`src/rtl/pattern_scan_controller.sv`:
```
// Serial pattern scanner: shifts a latched word through a programmable
// pattern matcher one bit per clock (LSB first), counts matches and
// reports the count plus the index of the first match.
module pattern_scan_controller #(
    parameter int unsigned DATA_W = 16,
    parameter int unsigned PAT_W  = 2,
    parameter int unsigned CNT_W  = 5
) (
    input  logic              clk,
    input  logic              reset,
    input  logic              cfg_wr,
    input  logic [PAT_W-1:0]  cfg_pattern,
    input  logic              in_valid,
    output logic              in_ready,
    input  logic [DATA_W-1:0] in_data,
    output logic              out_valid,
    input  logic              out_ready,
    output logic [CNT_W-1:0]  out_count,
    output logic [CNT_W-1:0]  out_first,
    output logic              busy
);

    typedef enum logic [1:0] {StIdle, StScan, StDone} state_e;

    localparam logic [CNT_W-1:0] FirstNone = '1;
    localparam logic [CNT_W-1:0] LastIdx   = CNT_W'(DATA_W - 1);
    localparam logic [CNT_W-1:0] MinIdx    = CNT_W'(PAT_W - 1);
    localparam logic [PAT_W-1:0] PatReset  = PAT_W'(1);

    state_e             state_q, state_d;
    logic [PAT_W-1:0]   pattern_q, pattern_d;
    logic [PAT_W-1:0]   hist_q, hist_d;
    logic [DATA_W-1:0]  data_q, data_d;
    logic [CNT_W-1:0]   idx_q, idx_d;
    logic [CNT_W-1:0]   cnt_q, cnt_d;
    logic [CNT_W-1:0]   first_q, first_d;
    logic [CNT_W-1:0]   out_count_q, out_count_d;
    logic [CNT_W-1:0]   out_first_q, out_first_d;

    logic [PAT_W-1:0]   hist_scan;
    logic               hit;

    // State and datapath registers
    always_ff @(posedge clk or posedge reset) begin
        if (reset) begin
            state_q     <= StIdle;
            pattern_q   <= PatReset;
            hist_q      <= '0;
            data_q      <= '0;
            idx_q       <= '0;
            cnt_q       <= '0;
            first_q     <= FirstNone;
            out_count_q <= '0;
            out_first_q <= FirstNone;
        end else begin
            state_q     <= state_d;
            pattern_q   <= pattern_d;
            hist_q      <= hist_d;
            data_q      <= data_d;
            idx_q       <= idx_d;
            cnt_q       <= cnt_d;
            first_q     <= first_d;
            out_count_q <= out_count_d;
            out_first_q <= out_first_d;
        end
    end

    // Next-state logic: accept in IDLE, scan one bit per cycle, hold result in DONE
    always_comb begin
        state_d     = state_q;
        pattern_d   = pattern_q;
        hist_d      = hist_q;
        data_d      = data_q;
        idx_d       = idx_q;
        cnt_d       = cnt_q;
        first_d     = first_q;
        out_count_d = out_count_q;
        out_first_d = out_first_q;

        // Newest bit enters at position 0; the shift drops the oldest bit
        hist_scan = (hist_q << 1) | PAT_W'(data_q[0]);
        // Early bits are ignored until the history holds a full pattern
        hit       = (hist_scan == pattern_q) && (idx_q >= MinIdx);

        unique case (state_q)
            StIdle: begin
                // Pattern write lands before the accepted word is scanned
                if (cfg_wr) begin
                    pattern_d = cfg_pattern;
                end
                if (in_valid) begin
                    data_d  = in_data;
                    hist_d  = '0;
                    idx_d   = '0;
                    cnt_d   = '0;
                    first_d = FirstNone;
                    state_d = StScan;
                end
            end
            StScan: begin
                hist_d = hist_scan;
                data_d = data_q >> 1;
                idx_d  = idx_q + CNT_W'(1);
                if (hit) begin
                    cnt_d = cnt_q + CNT_W'(1);
                    if (cnt_q == '0) begin
                        first_d = idx_q;
                    end
                end
                // Last bit: publish including any match on this bit
                if (idx_q == LastIdx) begin
                    out_count_d = cnt_d;
                    out_first_d = first_d;
                    state_d     = StDone;
                end
            end
            StDone: begin
                if (out_ready) begin
                    state_d = StIdle;
                end
            end
            default: begin
                state_d = StIdle;
            end
        endcase
    end

    // Handshake and status outputs decoded from the state register
    always_comb begin
        in_ready  = (state_q == StIdle);
        out_valid = (state_q == StDone);
        busy      = (state_q != StIdle);
        out_count = out_count_q;
        out_first = out_first_q;
    end

endmodule
```
`config.mk`:
```
export PLATFORM = sky130hd
export DESIGN_NAME = pattern_scan_controller
export DESIGN_NICKNAME = d
export VERILOG_FILES = /design/src/rtl/pattern_scan_controller.sv
export SDC_FILE = /design/constraint.sdc
export NUM_CORES = 1
export LEC_CHECK = 0
export CORE_UTILIZATION = 53
export DETAILED_ROUTE_END_ITERATION = 10
export PLACE_DENSITY = 0.89
export SYNTH_ARGS = -nofsm -noshare
export SYNTH_HDL_FRONTEND = slang
export SYNTH_SLANG_ARGS = --single-unit
```
`constraint.sdc`:
```
create_clock -name clk -period 2 [get_ports clk]
set_input_delay 0.4 -clock clk [delete_from_list [all_inputs] [get_ports clk]]
set_output_delay 0.4 -clock clk [all_outputs]
set_load 0.005 [all_outputs]
```
=== Word level (Yosys, flattened, before mapping) ===
Index checks and enable logic that the tools add are counted.

* Register bits: 46
* Bits of input ports: 23
* Output and inout port bits: 13
* Logic and storage cells: 45

* Add/sub/neg operators: 2
* Magnitude comparators: 1
* Equality and inequality tests: 7
* Mux-type cells: 16
* Bitwise gates (word level): 1
* Reductions and logical operators: 9

{| class="wikitable"
|+ Operators by type and width
! cell !! number
|-
| $pmux W16 S2 || 1
|-
| $pmux W5 S2 || 3
|-
| $mux W5 || 5
|-
| $mux W16 || 1
|-
| $add A5 B1 Y5 const B || 2
|-
| $mux W2 || 3
|-
| $pmux W2 S3 || 1
|-
| $reduce_and A2 Y1 || 3
|-
| $eq A5 B4 Y1 const B || 1
|-
| $ge A5 B1 Y1 const B || 1
|-
| $logic_not A5 Y1 || 1
|-
| $ne A2 B2 Y1 const B || 2
|-
| $reduce_bool A2 Y1 || 2
|-
| $reduce_and A3 Y1 || 1
|-
| $eq A2 B1 Y1 const B || 1
|-
| $eq A2 B2 Y1 || 1
|-
| $eq A2 B2 Y1 const B || 1
|-
| $logic_not A2 Y1 || 1
|-
| $ne A2 B1 Y1 const B || 1
|-
| $or A2 B1 Y2 || 1
|-
| $pmux W1 S2 || 1
|-
| $logic_and A1 B1 Y1 || 1
|-
| $mux W1 || 1
|}

=== Longest topological paths before layout ===
Gate-level depths: netlist of run 1.

* Word-level depth: 5
* Mapped depth: 8
* Gate-level depth less buffers: 7

=== Worst setup path after synthesis of run 1 ===
Ideal clock, no wire load.

* Kind: flip-flop to flip-flop
* Start point: register idx_q[0]
* End point: register out_count_q[1], in the netlist out_count[1]
* Setup time: 82 ps
* Arrival time: 1712 ps
* Data required time: 1918 ps
* Path slack: 206 ps
* Stages on the path, launching flop included: 9
* Buffers on the path: 1
* Clock period less this slack: 1794 ps
* Path through: dfrtp_1 > ha_1 > and3_1 > ha_1 > inv_1 > nor2_1 > buf_2 > nor2_1 > a31oi_1

* Word-level cells in the longest chain between the ends: 3
* Elaborated cells on any way between the ends: 5
* Those cells by class: order compare (1); eq/ne (1); mux (1); reduce/logical (2)

{| class="wikitable"
|+ RTL lines
! item !! RTL line !! source
|-
| from (decl) || 34 || <nowiki>logic [CNT_W-1:0] idx_q, idx_d;</nowiki>
|-
| from (signal assigned) || 60 || <nowiki>idx_q <= idx_d;</nowiki>
|-
| $ge A5 B1 Y1 || 83 || <nowiki>hit = (hist_scan == pattern_q) && (idx_q >= MinIdx);</nowiki>
|-
| $logic_and A1 B1 Y1 || 83 ||
|-
| $mux W5 || 104 || <nowiki>if (hit) begin</nowiki>
|-
| to (signal assigned) || 63 || <nowiki>out_count_q <= out_count_d;</nowiki>
|-
| to (decl) || 37 || <nowiki>logic [CNT_W-1:0] out_count_q, out_count_d;</nowiki>
|}

Parallel ways exist; a longest one is shown, timed or not.
A chain may end at the register's enable or synchronous reset.

=== Final worst setup path of run 1 ===
* Start point: register state_q[1]
* End point: output port in_ready

* Word-level cells in the longest chain between the ends: 1

{| class="wikitable"
|+ RTL lines
! item !! RTL line !! source
|-
| from (decl) || 30 || <nowiki>state_e state_q, state_d;</nowiki>
|-
| from (signal assigned) || 46 || <nowiki>state_q <= StIdle;</nowiki>
|-
| from (signal assigned) || 56 || <nowiki>state_q <= state_d;</nowiki>
|-
| $logic_not A2 Y1 || 130 || <nowiki>in_ready = (state_q == StIdle);</nowiki>
|-
| to (decl) || 14 || <nowiki>output logic in_ready,</nowiki>
|}

Every way passes these cells.

==> out/metrics.cfg, run 1 <==
[layout]
fill_cells = 291
utilization = 0.710
layout-drive-gt1-share = 0.150
diodes = 0
nets = 320
area_growth_pct = 24.9

[route]
vias = 2039
wire_per_inst_um = 16.4
drt_iter0_drc = 175
drtAntennaViolNets = 0
drt-pass1-iter-count = 4
viasPerCell = 5.94
drc = 0
wl_um = 5610

[timing]
min_period_ns = 1.95
setup_viol = 0
drv_slew = 0
worst_slack_ns = 0.0541
finClkSkew_ns = 0.00609
relSlewSlack = 0.630
fmaxAchievable_mhz = 514
post-route-period-util = 0.973
hold_viol = 0
tns_ns = 0
worstMarginPinSlew_ns = 0.553

[clock_tree]
htree_num_levels = 2
cts_buffer_depth = 2
cts_tree = built
cts_sinks = 46
clk_pin_slew_ns = 0.08
cts-buffers-inserted = 5
clk_latency_ns = 0.30
cts_hold_buf = 0
clockRootBuffer = clkbuf_8

[pwr]
powerDensity_nw_per_um2 = 1440
vdd_drop_max_mv = 0.706
power_leakage_uw = 0.00127
p_total_uw = 4210

[worst_hold_path]
hold_class = in2async

[critical_path]
path_max_fanout = 11
cp.arrival_ns = 1.55
worstSetupEndpointType = output pin
critPathKind = reg2out
r2r-start = idx_q[1]
critical_path_required_ns = 1.60
startpoint = state_q[1]
crit_path_start_kind = flop

[logic_synthesis]
synth_edf_count = 0
synth_cells = 249
syn-num-nets = 277
ys_warn_count = 0
synth_area_per_cell_um2 = 9.40
ys_ff_latch = 46
syn-cell-area_um2 = 2340
synth_cell_types = 40
synth_ff_type = dfrtp_1
synthArstFlopShare = 1.00
yosysSeqAreaShare = 0.498

[placement]
pre_cts_slack_ns = 0.0599
io_buffers = 35
gp_congestion = 0.892
place_hpwl_um = 3720

[floorplanning]
fp.dieH_um = 68.5
die_area_um2 = 4690
ios = 36
die_x_um = 68.5
core.rowCount = 23
start_util = 0.569
core_um2 = 4120

[flow_run]
drv_cap = 0

[grt]
grt_first_pass_wirelength_um = 8890
grt_max_degree = 47
antenna_found_initial = 0
gr-total-overflow = 0
grt_pass1_vias = 1907
track_usage = 0.265

[run_status]
status = finished, final reports clean

through the flow:
step	hold slack [ns]	instances	instance area [um2]
2_1_floorplan	0.450	249	2340
3_3_place_gp	0.461	332	2800
3_5_place_dp	0.478	332	2800
4_1_cts	0.483	340	2880
5_1_grt	0.494	343	2920
6_report	0.455	343	2920
final cells by class:
cell class,instances,area [um2],share of cell area
multi-input combinational,176,1090,0.373
tap,50,62.6,0.0214
timing repair buffer,50,475,0.163
clock buffer,8,80.1,0.0274
inverter,13,48.8,0.0167
sequential,46,1170,0.399
worst max-delay path, cell delays in order, from the launching register on:
cell and delay [ns]:
dfrtp_2 0.49, nor2_2 0.22, clkdlybuf4s50_1 0.53
power by group:
group	switching (uW)	total (uW)	internal, uW
clock network	310	559	249
logic	1020	1970	950
registers	321	1680	1360
total	1650	4210	2560
cells in the mapped netlist (2+ instances only):
library cell / count / area share
clkbuf_1: 9 / 0.014
nor3_1: 2 / 0.0043
a31oi_1: 14 / 0.037
nand2_1: 24 / 0.038
buf_2: 4 / 0.0086
dfstp_2: 11 / 0.12
xor2_1: 2 / 0.0075
and3_1: 2 / 0.0053
or3_1: 3 / 0.0080
a221oi_1: 5 / 0.019
dfrtp_1: 35 / 0.37
o22ai_1: 2 / 0.0053
nand2b_1: 2 / 0.0053
inv_1: 13 / 0.021
o21ai_0: 34 / 0.073
nor2_1: 23 / 0.037
and3b_1: 13 / 0.049
a21oi_1: 14 / 0.030
a22oi_1: 2 / 0.0064
mux2_2: 2 / 0.0096
ha_1: 5 / 0.027
nand3_1: 8 / 0.017
nor2b_1: 2 / 0.0053
a32o_1: 2 / 0.0086
layout by cell type (no fill, tap or decap), drive strengths merged, types with 2 or more instances in the layout:
master and count:
clkdlybuf4s50 35, dfrtp 35, o21ai 34, nand2 24, nor2 23, buf 15, a31oi 14, a21oi 14
and3b 13, inv 12, dfstp 11, nand3 8, clkbuf 8, a221oi 5, ha 5, or3 3
nor3 3, nor2b 2, xor2 2, nand2b 2, and3 2, o22ai 2, a32o 2, mux2 2
a22oi 2, nor4 2, a211o 2
registers in the layout, indices dropped and copies added (netlist names):
name / flops
cnt_q: 5
data_q: 16
first_q: 5
hist_q: 1
idx_q: 5
out_count: 5
out_first: 5
pattern_q: 2
state_q: 2
logic make-up after synthesis:
kind of cell | synth area share
buffers and inverters | 0.0492
adder cells (fa/ha/maj) | 0.0267
XOR/XNOR | 0.0112
AND/OR/NAND/NOR | 0.199
AO/OA/AOI/OAI | 0.206
flip-flops | 0.498
multiplexers | 0.00962
layer usage:
| layer | up-vias | GRT usage | wire length (um) | part of all wire |
|---|---|---|---|---|
| li1 | 970 | - | - | - |
| met1 | 995 | 0.333 | 2440 | 0.43 |
| met2 | 60 | 0.429 | 2740 | 0.49 |
| met3 | 14 | 0.0633 | 272 | 0.048 |
| met4 | 0 | 0.122 | 163 | 0.029 |
| met5 | - | 0 | 0 | 0 |
worst paths after layout:
| check | cells after the start | slack [ns] | end |
|---|---|---|---|
| max in group asynchronous | 3 | 1.26 | out_first[0] |
| min in group clk | 2 | 0.50 | data_q[2] |
| setup / recovery | 2 | 0.05 | in_ready |
| hold reg to reg | 2 | 0.50 | data_q[2] |
| hold / removal | 3 | 0.45 | data_q[13] |
| setup reg to reg | 7 | 0.08 | cnt_q[4] |
what timing repair did:
item | CTS | global route
setup buffers | 0 | 2
setup endpoints to repair | 2 | 9
cloned | 0 | 1
pin swaps | 0 | 3
gates resized for setup | 1 | 3
Note: power is estimated with default switching activity, not from simulation.
==> run 2, diff against run 1 <==
Settings changed: CAP_MARGIN set to 0, CORE_UTILIZATION 53 to 55, DONT_BUFFER_PORTS set to 1, PLACE_DENSITY 0.89 to 0.8.
==> run 2 against run 1 <==
Against the previous run: final area is 12% lower; via count is 7.7% lower; die area is 3.5% lower; sequential power hardly changed; combinational power is 10% lower; critical endpoint is now out_count[4].
==> out/metrics.cfg, run 2 (synthesized netlist as in run 1, its figures left out) <==
[timing]
fin_hold_ws_ns = 0.111  ; was 0.455 ns
worstMarginPinSlew_ns = 0.555  ; was 0.553 ns
fmaxAchievable_mhz = 518  ; was 514 MHz
min_period_ns = 1.93  ; was 1.95 ns
tns_ns = 0  ; unchanged
post-route-period-util = 0.964  ; was 0.973
finClkSkew_ns = 0.00502  ; was 0.00609 ns
relSlewSlack = 0.630  ; about the same
drv_slew = 0  ; unchanged
rsz0062_at_grt = false
hold_viol = 0  ; unchanged
setup_viol = 0  ; unchanged

[critical_path]
r2r-end = out_count[4]  ; was cnt_q[4]
critical_path_required_ns = 2.23  ; was 1.60 ns
critPathSlowestCell = dfrtp_2  ; was clkdlybuf4s50_1
crit_chain = inv_1 > ha_1 > nor4_4 > a211o_4 > buf_12 > or3_1 > a31oi_1  ; was nor2_2 > clkdlybuf4s50_1
worstSetupEndpointType = flop  ; was output pin
r2r_slack_ns = 0.07  ; was 0.08 ns
r2r-start = idx_q[1]  ; unchanged
cp.arrival_ns = 2.16  ; was 1.55 ns
worst-path-buf-inv = 2  ; was 1
crit_path_start_kind = flop  ; unchanged
path_max_fanout = 11  ; unchanged
cpLargestDelayFamily = compound AO/OA/AOI/OAI gates  ; was buffers and inverters
slowest_delay_ns = 0.46  ; was 0.53 ns
ff2ff_path_depth = 7  ; unchanged
critPathKind = reg2reg  ; was reg2out

[pwr]
p_total_uw = 4060  ; was 4210 uW
p_sw_frac = 0.392  ; about the same
combPwrFrac = 0.435  ; was 0.468
powerDensity_nw_per_um2 = 1570  ; was 1440 nW/um2
power_leakage_uw = 0.00114  ; was 0.00127 uW
power_switching_uw = 1590  ; was 1650 uW
power.internal_uw = 2470  ; was 2560 uW
vdd_drop_max_mv = 0.587  ; was 0.706 mV
power_frac_seq = 0.420  ; was 0.399
pwr-share-clk = 0.145  ; was 0.133

[floorplanning]
die_area_um2 = 4520  ; was 4690 um2
fp.dieH_um = 67.2  ; was 68.5 um
core.rowCount = 23  ; unchanged
core_um2 = 4060  ; was 4120 um2
ios = 36  ; unchanged
start_util = 0.577  ; was 0.569
die_x_um = 67.2  ; was 68.5 um

[layout]
diodes = 0  ; unchanged
final_common_cell = o21ai_0  ; was clkdlybuf4s50_1
utilization = 0.636  ; was 0.710
layout-drive-gt1-share = 0.174  ; was 0.150
area_growth_pct = 10.2  ; was 24.9%
top_register = data_q  ; unchanged
largest_reg_flops = 16  ; unchanged
final_cell_mix = o21ai_0 (34), dfrtp_1 (33), nand2_1 (24)  ; was clkdlybuf4s50_1 (35), o21ai_0 (34), dfrtp_1 (34)
nets = 285  ; was 320

[grt]
antenna_found_initial = 0  ; unchanged
grt_pass1_vias = 1754  ; was 1907
grt_max_degree = 47  ; unchanged
track_usage = 0.239  ; was 0.265
gr-total-overflow = 0  ; unchanged
grt_first_pass_wirelength_um = 7920  ; was 8890 um

[clock_tree]
clk_latency_ns = 0.31  ; was 0.30 ns
cts-buffers-inserted = 5  ; unchanged
cts_buffer_depth = 2  ; unchanged
htree_num_levels = 2  ; unchanged
cts_sinks = 46  ; unchanged
cts_hold_buf = 0  ; unchanged
clockRootBuffer = clkbuf_8  ; unchanged
cts_tree = built  ; unchanged
clk_pin_slew_ns = 0.08  ; about the same

[route]
vias = 1881  ; was 2039
wire_per_inst_um = 16.8  ; was 16.4 um
drt-pass1-iter-count = 4  ; unchanged
drtAntennaViolNets = 0  ; unchanged
wl_um = 5160  ; was 5610 um
drt_iter0_drc = 222  ; was 175
drc = 0  ; unchanged
viasPerCell = 6.11  ; was 5.94

[placement]
io_buffers = 0  ; was 35
place_hpwl_um = 3350  ; was 3720 um
gp_congestion = 0.847  ; was 0.892

[worst_hold_path]
hold_class = in2async  ; unchanged

[flow_run]
drv_cap = 0  ; unchanged

[run_status]
status = finished, final reports clean  ; unchanged

run 2: area by class of cell:
cell class              count  area [um2]
clock buffers               8        90.1
repair buffers             16         133
multi-input cells         175        1080
fillers                   334        1480
flip-flops and latches     46        1170
inverters                  13        48.8
well taps                  50        62.6
run 2: through the flow:
stage | std cells | setup WS [ns] | cell area, um2
2_1_floorplan | 249 | 0.206 | 2340
3_3_place_gp | 296 | 0.196 | 2430
3_5_place_dp | 296 | 0.0625 | 2430
4_1_cts | 304 | 0.0297 | 2520
5_1_grt | 308 | 0.000812 | 2580
6_report | 308 | 0.0713 | 2580
run 2: repair_timing:
action / in CTS / in global routing
gates resized for setup: 0 / 4
endpoints found under the hold margin: 0 / 0
buffers inserted: 0 / 4
endpoints found under the setup margin: 0 / 11
run 2: per-layer routing:
layer  global-route usage  wire [um]  vias to the layer above  share of wire
met1                0.316       2260                      930           0.44
li1                     -          -                      894              -
met2                0.375       2540                       43           0.49
met4                0.120        141                        0          0.027
met3               0.0439        220                       14          0.043
met5                    0          0                        -              0
run 2: power by group through the flow:
stage                     clock [uW]  combinational [uW]  sequential, uW
after global placement             0                1430            1690
after global routing             641                1930            1760
final                            589                1770            1710
after floorplan                    0                1190            1590
after CTS                        598                1510            1680
after detailed placement           0                1500            1700
run 2: worst max-delay path by stage:
stage	endpoint	cells past startpoint	startpoint
2_1_floorplan	out_count[1]	8	idx_q[0]
3_3_place_gp	first_q[2]	6	idx_q[1]
3_5_place_dp	first_q[3]	6	idx_q[1]
4_1_cts	first_q[3]	6	idx_q[1]
5_1_grt	out_count[3]	7	idx_q[1]
6_report	out_count[4]	7	idx_q[1]
==> run 3, diff against run 2 <==
Settings changed: CTS_BUF_LIST set to sky130_fd_sc_hd__clkbuf_8.
==> run 3 against run 2 <==
Against the previous run: worst setup slack got worse by 0.0033 ns; wire length rose by 0.25%; die area did not move; combinational power barely moved; largest cell class unchanged.
==> out/metrics.cfg, run 3 (synthesized netlist as in run 1, its figures left out) <==
[timing]
post-route-period-util = 0.966  ; was 0.964
setup_viol = 0  ; unchanged
min_period_ns = 1.93  ; about the same
fmaxAchievable_mhz = 518  ; about the same
drv_slew = 0  ; unchanged
relSlewSlack = 0.628  ; was 0.630
finClkSkew_ns = 0.00418  ; was 0.00502 ns
worstMarginPinSlew_ns = 0.557  ; was 0.555 ns
fin_hold_ws_ns = 0.111  ; about the same
worst_slack_ns = 0.0680  ; was 0.0713 ns
hold_viol = 0  ; unchanged
rsz0062_at_grt = false  ; unchanged
tns_ns = 0  ; unchanged

[run_status]
status = finished, final reports clean  ; unchanged

[clock_tree]
clockRootBuffer = clkbuf_8  ; unchanged
cts_sinks = 46  ; unchanged
cts_tree = built  ; unchanged
clk_latency_ns = 0.31  ; about the same
cts_hold_buf = 0  ; unchanged
clk_pin_slew_ns = 0.08  ; about the same
cts_buffer_depth = 2  ; unchanged
cts-buffers-inserted = 5  ; unchanged
htree_num_levels = 2  ; unchanged

[floorplanning]
start_util = 0.577  ; unchanged
core_um2 = 4060  ; unchanged
die_area_um2 = 4520  ; unchanged
die_x_um = 67.2  ; unchanged
core.rowCount = 23  ; unchanged
ios = 36  ; unchanged
fp.dieH_um = 67.2  ; unchanged

[layout]
top_register = data_q  ; unchanged
area_growth_pct = 10.2  ; unchanged
final_cell_mix = o21ai_0 (34), dfrtp_1 (33), nand2_1 (24)  ; unchanged
diodes = 0  ; unchanged
multi_input_area_um2 = 1080  ; unchanged
final_cells = 308  ; unchanged
final_common_cell = o21ai_0  ; unchanged
largest_reg_flops = 16  ; unchanged
fill_cells = 334  ; unchanged
nets = 285  ; unchanged
register_area_um2 = 1170  ; unchanged
layout-drive-gt1-share = 0.174  ; unchanged

[placement]
dp_cells = 296  ; unchanged
gp_congestion = 0.847  ; unchanged
pre_cts_slack_ns = 0.0625  ; unchanged
place_hpwl_um = 3350  ; unchanged
io_buffers = 0  ; unchanged

[route]
drtAntennaViolNets = 0  ; unchanged
wl_um = 5180  ; was 5160 um
drt_iter0_drc = 217  ; was 222
vias = 1884  ; was 1881
drc = 0  ; unchanged
viasPerCell = 6.12  ; was 6.11
wire_per_inst_um = 16.8  ; about the same
drt-pass1-iter-count = 4  ; unchanged

[pwr]
powerDensity_nw_per_um2 = 1570  ; about the same
vdd_drop_max_mv = 0.588  ; was 0.587 mV
p_total_uw = 4050  ; was 4060 uW
power_leakage_uw = 0.00115  ; was 0.00114 uW

[critical_path]
slowest_delay_ns = 0.46  ; about the same
cp.arrival_ns = 2.17  ; was 2.16 ns
r2r_slack_ns = 0.07  ; about the same
worstSetupEndpointType = flop  ; unchanged
r2r-start = idx_q[1]  ; unchanged
path_max_fanout = 11  ; unchanged
cpLargestDelayFamily = compound AO/OA/AOI/OAI gates  ; unchanged
critPathKind = reg2reg  ; unchanged
r2r-end = out_count[4]  ; unchanged
critical_path_required_ns = 2.23  ; about the same
worst-path-buf-inv = 2  ; unchanged
ff2ff_path_depth = 7  ; unchanged
crit_path_start_kind = flop  ; unchanged
critPathSlowestCell = dfrtp_2  ; unchanged
crit_chain = inv_1 > ha_1 > nor4_4 > a211o_4 > buf_12 > or3_1 > a31oi_1  ; unchanged

[grt]
grt_max_degree = 47  ; unchanged
track_usage = 0.239  ; unchanged
grt_first_pass_wirelength_um = 7920  ; unchanged
gr-total-overflow = 0  ; unchanged
grt_pass1_vias = 1754  ; unchanged
antenna_found_initial = 0  ; unchanged

[worst_hold_path]
hold_class = in2async  ; unchanged

[flow_run]
drv_cap = 0  ; unchanged

## run 3: metrics by stage
step	utilization	area, um2
2_1_floorplan	-	2340
3_3_place_gp	0.598	2430
3_5_place_dp	0.598	2430
4_1_cts	0.620	2520
5_1_grt	0.636	2580
6_report	0.636	2580
## run 3: metal layers
metal / track usage / wire length, um
met1: 0.316 / 2270
met2: 0.375 / 2550
met3: 0.0439 / 220
met4: 0.120 / 141
met5: 0 / 0
## run 3: layout make-up
class | instances | area share
tap | 50 | 0.0243
clock inverter | 2 | 0.00291
clock buffer | 6 | 0.0320
timing repair buffer | 16 | 0.0514
multi-input combinational | 175 | 0.418
inverter | 13 | 0.0189
sequential | 46 | 0.453
## run 3: worst reg2reg max path: stages (launching register included)
cell and delay (ns):
dfrtp_2 0.46, inv_1 0.11, ha_1 0.21, nor4_4 0.08, a211o_4 0.37, buf_12 0.15
or3_1 0.33, a31oi_1 0.16
## run 3: worst max path at each step
| stage | end | cells after the start | startpoint |
|---|---|---|---|
| floorplan | out_count[1] | 8 | idx_q[0] |
| global placement | first_q[2] | 6 | idx_q[1] |
| detailed placement | first_q[3] | 6 | idx_q[1] |
| CTS | first_q[3] | 6 | idx_q[1] |
| global route | out_count[3] | 7 | idx_q[1] |
| finish | out_count[4] | 7 | idx_q[1] |
## run 3: timing repair
action | CTS | global route
setup endpoints to repair | 0 | 11
gates resized for setup | 0 | 4
setup buffers | 0 | 4
## run 3: power breakdown
group | switching (uW) | internal [uW]
Clock | 310 | 272
Sequential | 339 | 1370
Combinational | 944 | 822
Total | 1590 | 2460
